<file path="config.mk">
export PLATFORM = sky130hd
export DESIGN_NAME = lab2_proc_int_mul_iter
export DESIGN_NICKNAME = d
export VERILOG_FILES = /design/src/rtl/lab2_proc_int_mul_iter.sv
export SDC_FILE = /design/constraint.sdc
export NUM_CORES = 1
export LEC_CHECK = 0
export BUFFER_PORTS_ARGS = -buffer_cell sky130_fd_sc_hd__buf_4
export CORE_MARGIN = 2
export CORE_UTILIZATION = 62
export DETAILED_ROUTE_END_ITERATION = 12
export PLACE_DENSITY_LB_ADDON = 0.1
export SLEW_MARGIN = 15
export SYNTH_ARGS = -nofsm -noshare
export SYNTH_HDL_FRONTEND = slang
export SYNTH_SLANG_ARGS = --single-unit
</file>
<file path="constraint.sdc">
create_clock -name clk -period 4.1 [get_ports clk]
set_input_delay 0.41 -clock clk [delete_from_list [all_inputs] [get_ports clk]]
set_output_delay 0.41 -clock clk [all_outputs]
set_load 0.005 [all_outputs]
</file>
<file path="src/rtl/lab2_proc_int_mul_iter.sv">
// Iterative shift-add 32x32 multiplier returning the low 32 bits of the product (RISC-V MUL).
// One multiplier bit per cycle; optionally stops once the remaining multiplier bits are zero.
module lab2_proc_int_mul_iter #(
  parameter bit p_early_exit = 1'b1
) (
  input  logic        clk,
  input  logic        reset,
  input  logic        req_val,
  output logic        req_rdy,
  input  logic [63:0] req_msg,
  output logic        resp_val,
  input  logic        resp_rdy,
  output logic [31:0] resp_msg,
  output logic        busy
);

  typedef enum logic [1:0] {
    StIdle,
    StCalc,
    StDone
  } state_e;

  state_e      state_q, state_d;
  logic [31:0] a_q, a_d;
  logic [31:0] b_q, b_d;
  logic [31:0] result_q, result_d;
  logic [5:0]  cnt_q, cnt_d;
  logic        last_iter;

  always_ff @(posedge clk or negedge reset) begin
    if (!reset) begin
      state_q  <= StIdle;
      a_q      <= '0;
      b_q      <= '0;
      result_q <= '0;
      cnt_q    <= '0;
    end else begin
      state_q  <= state_d;
      a_q      <= a_d;
      b_q      <= b_d;
      result_q <= result_d;
      cnt_q    <= cnt_d;
    end
  end

  // Exit on the iteration that consumes the last set multiplier bit, or the 32nd iteration.
  assign last_iter = (cnt_q == 6'd31) || (p_early_exit && ((b_q >> 1) == 32'd0));

  always_comb begin
    state_d  = state_q;
    a_d      = a_q;
    b_d      = b_q;
    result_d = result_q;
    cnt_d    = cnt_q;
    case (state_q)
      StIdle: begin
        if (req_val) begin
          a_d      = req_msg[63:32];
          b_d      = req_msg[31:0];
          result_d = '0;
          cnt_d    = '0;
          state_d  = StCalc;
        end
      end
      StCalc: begin
        if (b_q[0]) begin
          result_d = result_q + a_q;
        end
        a_d   = a_q << 1;
        b_d   = b_q >> 1;
        cnt_d = cnt_q + 6'd1;
        if (last_iter) begin
          state_d = StDone;
        end
      end
      StDone: begin
        if (resp_rdy) begin
          state_d = StIdle;
        end
      end
      default: state_d = StIdle;
    endcase
  end

  // req_rdy is masked by reset so it reads low while reset is held.
  assign req_rdy  = reset && (state_q == StIdle);
  assign resp_val = (state_q == StDone);
  assign busy     = (state_q == StCalc) || (state_q == StDone);
  assign resp_msg = result_q;

endmodule

</file>
Word level (Yosys, flattened, before mapping)

Index checks and enable logic that the tools add are counted.

Eq/ne operators: 7
Reductions and logical operators: 9
Mux-type cells: 13
Add/sub/neg operators: 2

Operator list:

| operator                                                                | number |
|---|---|
| 32-bit one-hot mux with 2 select lines                                  | 3 |
| 32-bit two-way mux                                                      | 4 |
| 32-bit adder                                                            | 1 |
| 32-bit logical NOT                                                      | 1 |
| 6-bit one-hot mux with 2 select lines                                   | 1 |
| 6-bit by 1-bit adder with 6-bit output, second input constant           | 1 |
| 6-bit by 5-bit equality test with 1-bit output, second input constant   | 1 |
| 2-bit two-way mux                                                       | 3 |
| 6-bit two-way mux                                                       | 1 |
| 2-bit inequality test, second input constant                            | 3 |
| 2-bit one-hot mux with 3 select lines                                   | 1 |
| 3-bit AND reduction                                                     | 2 |
| 2-bit by 1-bit equality test with 1-bit output, second input constant   | 1 |
| 2-bit equality test, second input constant                              | 1 |
| 2-bit logical NOT                                                       | 1 |
| 1-bit logical OR                                                        | 2 |
| 2-bit by 1-bit inequality test with 1-bit output, second input constant | 1 |
| 2-bit AND reduction                                                     | 1 |
| 2-bit nonzero test                                                      | 1 |
| 1-bit logical AND                                                       | 1 |

Input port bits: 68
Logic and storage cells: 36
Output and inout bits: 35
Register bits: 104

Depth between registers and ports, before layout

Word-level depth: 4
Mapped depth: 11
Mapped depth without buffers: 11

Worst setup path before layout

Ideal clock, no wire load.

Path kind: reg-to-reg
Start point: register result_q[10] (netlist: resp_msg[10])
End point: register result_q[31] (netlist: resp_msg[31])
Cell stages (with the launch flop): 10
Required time: 3980 ps
Period minus slack after synthesis: 2462 ps
Setup time: 120 ps
Setup slack: 1638 ps
Arrival: 2342 ps
Buffers on the path: 0
Path through: dfrtp_1 -> ha_1 -> nand2_1 -> or3_1 -> o211ai_1 -> nor2_1 -> o311a_1 -> o31ai_2 -> o41ai_1 -> a41o_1

Cells in the longest elaborated chain, start to end: 3

RTL lines:

| what                                   | RTL line | RTL |
|---|---|---|
| start: declaration                     | 26       | `logic [31:0] result_q, result_d;` |
| start signal: assignment               | 41       | `result_q <= result_d;` |
| 32-bit adder                           | 67       | `result_d = result_q + a_q;` |
| 32-bit two-way mux                     | 66       | `if (b_q[0]) begin` |
| 32-bit one-hot mux with 2 select lines | 55       | `case (state_q)` |

No other way between the ends. The select of a mux whose other input is x is not followed.
A chain may end at the register's enable or synchronous reset.

Worst setup path after layout

Start point: register result_q[2] (netlist: resp_msg[2])
End point: register result_q[28] (netlist: resp_msg[28])

The elaborated chain is that of the path after synthesis.

==> results by stage <==
Power:
- Power spread over the standard cell area amounts to 784.6 nW/um2.
- The switching power as a share of total power is 0.4469.
- The combinational cell fraction of total power is 0.541.
- For this design the total switching power over the nets is 2555 uW.
- The worst voltage drop across the vdd grid is 0.4943 mV.
- Of the total power, registers draw 0.331.
- After layout, the design draws a total of 5716 uW.
- Summed over all cells, the static leakage comes to 0.003502 uW.
- The part of the power in the clock network is 0.129.
- The internal portion of the total power is 3162 uW.

Yosys:
- Sorting the synthesized cells by area gives the leading types as dfrtp_1 (42%), mux2i_1 (10%), o21ai_0 (8.3%).
- The largest total area in the synthesized netlist belongs to dfrtp_1.
- The commonest cells after synthesis are nand2_1 (114), dfrtp_1 (104), o21ai_0 (102).
- The gate count after technology mapping is 666.
- The number of enable flip-flop cells after synthesis is 0.
- The number of warnings printed during yosys synthesis is 0.
- The share of the Yosys chip area taken by registers is 0.4208.
- The summed instance area of the synthesized netlist is 6185 um2.
- The mean instance size in the synthesized netlist is 9.286 um2.
- In the synthesized netlist the async set-or-reset flop fraction comes to 1.000.
- The most common cell in the synthesized netlist is nand2_1.
- Of the post-synthesis cell area, the dominant cell type holds 0.4208.
- In this run, synthesis produced a sequential element count of 104.
- Synthesis produced a netlist with a net count of 770.
- Yosys mapped the design onto 54 distinct sky130hd cell types.
- The leading register cell type out of synthesis is dfrtp_1.

Floorplanning:
- Pin placement for this block handled 103 I/O pins.
- The number of rows created at floorplan is 36.
- The die outline area is 10790 um2.
- The region available for standard cell placement spans 9729 um2.
- Measured along the x axis, the die boundary spans 103.9 um.
- For this configuration, the core starts out at a cell density of 0.6357.
- The floorplan die height is 103.9 um.

Critical path:
- The maximum net fanout on the critical path is 4.
- The critical path goes through ha_1 > nor2b_1 > o31ai_1 > a211oi_1 > o21ai_1 > a21bo_2 > a21oi_1 > or4_1 > nand3_1.
- The critical path starts at resp_msg[2].
- At the worst endpoint, the arrival time is 3370 ps.
- For this run, the slowest stage of the critical path takes 550 ps.
- For the worst setup path, the data required time is 4430 ps.
- The largest individual stage delay along the critical path comes from the cell or4_1.
- The top cell family by delay on the critical path is compound AO/OA/AOI/OAI gates.
- The type of origin of the critical path is a flip-flop.
- The number of buffer and inverter stages on the critical path is 0.
- The kind of capture point of the worst setup path is a flip-flop.
- The type of the worst setup path is flip-flop to flip-flop.
- The launch point of the worst reg-to-reg path is resp_msg[2].

Clock network:
- In this run the number of H-tree levels came out at 3.
- Post-CTS repair changed the size of 0 cells.
- The cell at the root of the clock tree is clkbuf_8.
- For the worst-skew pair, the clock arrives at the later sink with an insertion delay of 390 ps.
- After clock tree synthesis, the clock-pin slew on the worst setup and hold paths is 100 ps.
- The worst-case clock buffer depth is 2.
- Buffers added to address setup during post-CTS repair amount to 0.
- For this design, the CTS-stage hold fixing added 0 buffers.
- For this design, the sink count on the clock tree is 104.
- The TritonCTS buffer count is 9.
- The clock tree from TritonCTS is yes.

Global route:
- The largest net degree at the start of global routing is 91.
- In the global route stage, overall resource usage came out at 0.2744.
- The first global-routing pass estimated 24240 um of wire.
- The number of antenna violations at the first check in global routing is 0.
- The remaining global-route overflow is 0.
- The number of global-route vias before repair was 5172.

Placement:
- In this run the cell area measured after placement is 7059 um2.
- After legalization and detailed placement, the total HPWL measured 10390 um.
- At the end of routability-driven placement, the weighted congestion stood at 0.8783.
- The count of buffers added on input and output ports is 102.

Drt:
- Using the TritonRoute via totals, the vias-per-cell ratio works out to 5.850.
- The total iterations of the first detailed-routing run is 4.
- The remaining routing DRC violations is 0.
- The first-iteration detailed-routing DRC count is 233.
- The detail-routed net length per standard cell is 16.22 um.
- The total vias in the final route is 5183.
- The routed wire length is 14370 um.
- Once detail routing completed, the nets flagged for antenna violations numbered 0.

Run status:
- The flow ran to the end, and the final reports show no timing, DRC or antenna violations.

STA:
- The hold violation count in the final report was 0.
- The ratio of final minimum period to clock period is 0.7420.
- The count of final max-slew check failures is 0.
- The final critical path time including I/O delays and setup is 3042 ps.
- Setup repair after global routing left no endpoint under its margin.
- The worst relative slew slack is 0.4093.
- Derived from the worst setup path, the maximum achievable clock frequency is 328.7 MHz.
- At the pin with the least slew margin, the transition time is 882.7 ps.
- After routing, the total negative slack on setup checks comes to 0 ps.
- Setup violations remaining at the end of the flow were counted as 0.
- The tightest hold path in the finished design has a slack of 34.55 ps.
- The clock arrives with 12.68 ps of skew.

Final layout:
- The post-layout net count is 852.
- The post-route cell area is 7286 um2.
- Of the cells placed in the final design, the portion with a size suffix greater than 1 is 0.1780.
- Measured on the finished design, the core utilization comes to 0.7488.
- The total inserted antenna cells is 0.
- Relative to the synthesized area, the layout overhead comes to 17.80%.
- The number of inserted filler cells in the final layout is 728.

Run:
- The count of maximum capacitance violations is 0.

Hold path:
- The path class of the tightest hold or removal check is primary input to async pin.
==> placed cells by master (no fill, tap or decap), types with 7 or more instances in the layout <==
master / Yosys / layout
a21oi_1: 32 / 31
dfrtp_1: 104 / 104
nor4_1: 7 / 7
nand4_1: 9 / 9
ha_1: 35 / 34
buf_4: 0 / 106
nand3_1: 9 / 9
nor2_1: 22 / 22
nand2_1: 114 / 114
o21ai_0: 102 / 101
xnor2_1: 8 / 8
inv_1: 9 / 9
xor2_1: 19 / 19
mux2i_1: 63 / 63
clkbuf_8: 0 / 10
a21o_1: 20 / 20
==> registers in the layout (all words and copies together), names as in the netlist <==
name / flops
a_q: 32
b_q: 32
cnt_q: 6
resp_msg: 32
state_q: 2
==> area by class of cell <==
type,count,area [um2],share of cell area
timing repair buffer,107,815.8,0.1120
tap,133,166.4,0.02284
multi-input combinational,517,3441,0.4723
clock inverter,5,85.08,0.01168
sequential,104,2603,0.3572
inverter,9,33.78,0.004637
clock buffer,11,141.4,0.01941
==> cells by family (layout without fill, tap and decap cells) <==
kind of cell,after synthesis,in the layout,share of synthesized area
AOI/OAI and AO/OA,199,199,0.1970
buffers and inverters,45,132,0.02731
xor gates and xnor gates,27,27,0.03824
muxes,64,64,0.1038
DFF,104,104,0.4208
adders and majority gates,36,36,0.07404
and+or+nand+nor,191,191,0.1388
==> routing by layer <==
layer  vias up  GRT usage  share of wire
li1       2557          -              -
met2       120     0.4770           0.51
met4         0    0.07625          0.021
met1      2479     0.3375           0.42
met3        27    0.07393          0.048
met5         -          0              0
==> stage by stage <==
stage / cells / setup slack (ps)
finish: 886 / 1058
global route: 886 / 899.5
CTS: 886 / 1052
detailed placement: 870 / 1086
global placement: 870 / 1269
floorplan: 666 / 1638
==> final timing paths <==
path / to / slack [ps] / cells past startpoint
setup / recovery: resp_msg[28] / 1060 / 9
hold / removal: a_q[24] / 30 / 1
setup reg to reg: resp_msg[28] / 1060 / 9
hold reg to reg: a_q[3] / 520 / 2
max in group asynchronous: resp_msg[16] / 2860 / 2
min in group clk: a_q[0] / 230 / 2
==> power by group through the flow <==
| stage | Clock, uW | Sequential [uW] | Combinational (uW) |
|---|---|---|---|
| after floorplan | 0 | 1790 | 2300 |
| after global placement | 0 | 1890 | 2960 |
| after detailed placement | 0 | 1910 | 3090 |
| final | 736 | 1890 | 3090 |
| after CTS | 749 | 1890 | 3100 |
| after global routing | 784 | 1950 | 3440 |
==> worst reg2reg max path, stage by stage, from the launching register on <==
cell      delay, ps
dfrtp_1         430
ha_1            380
nor2b_1         180
o31ai_1         520
a211oi_1        210
o21ai_1         210
a21bo_2         210
a21oi_1         160
or4_1           550
nand3_1         120
Power figures use the tool's default switching activity.
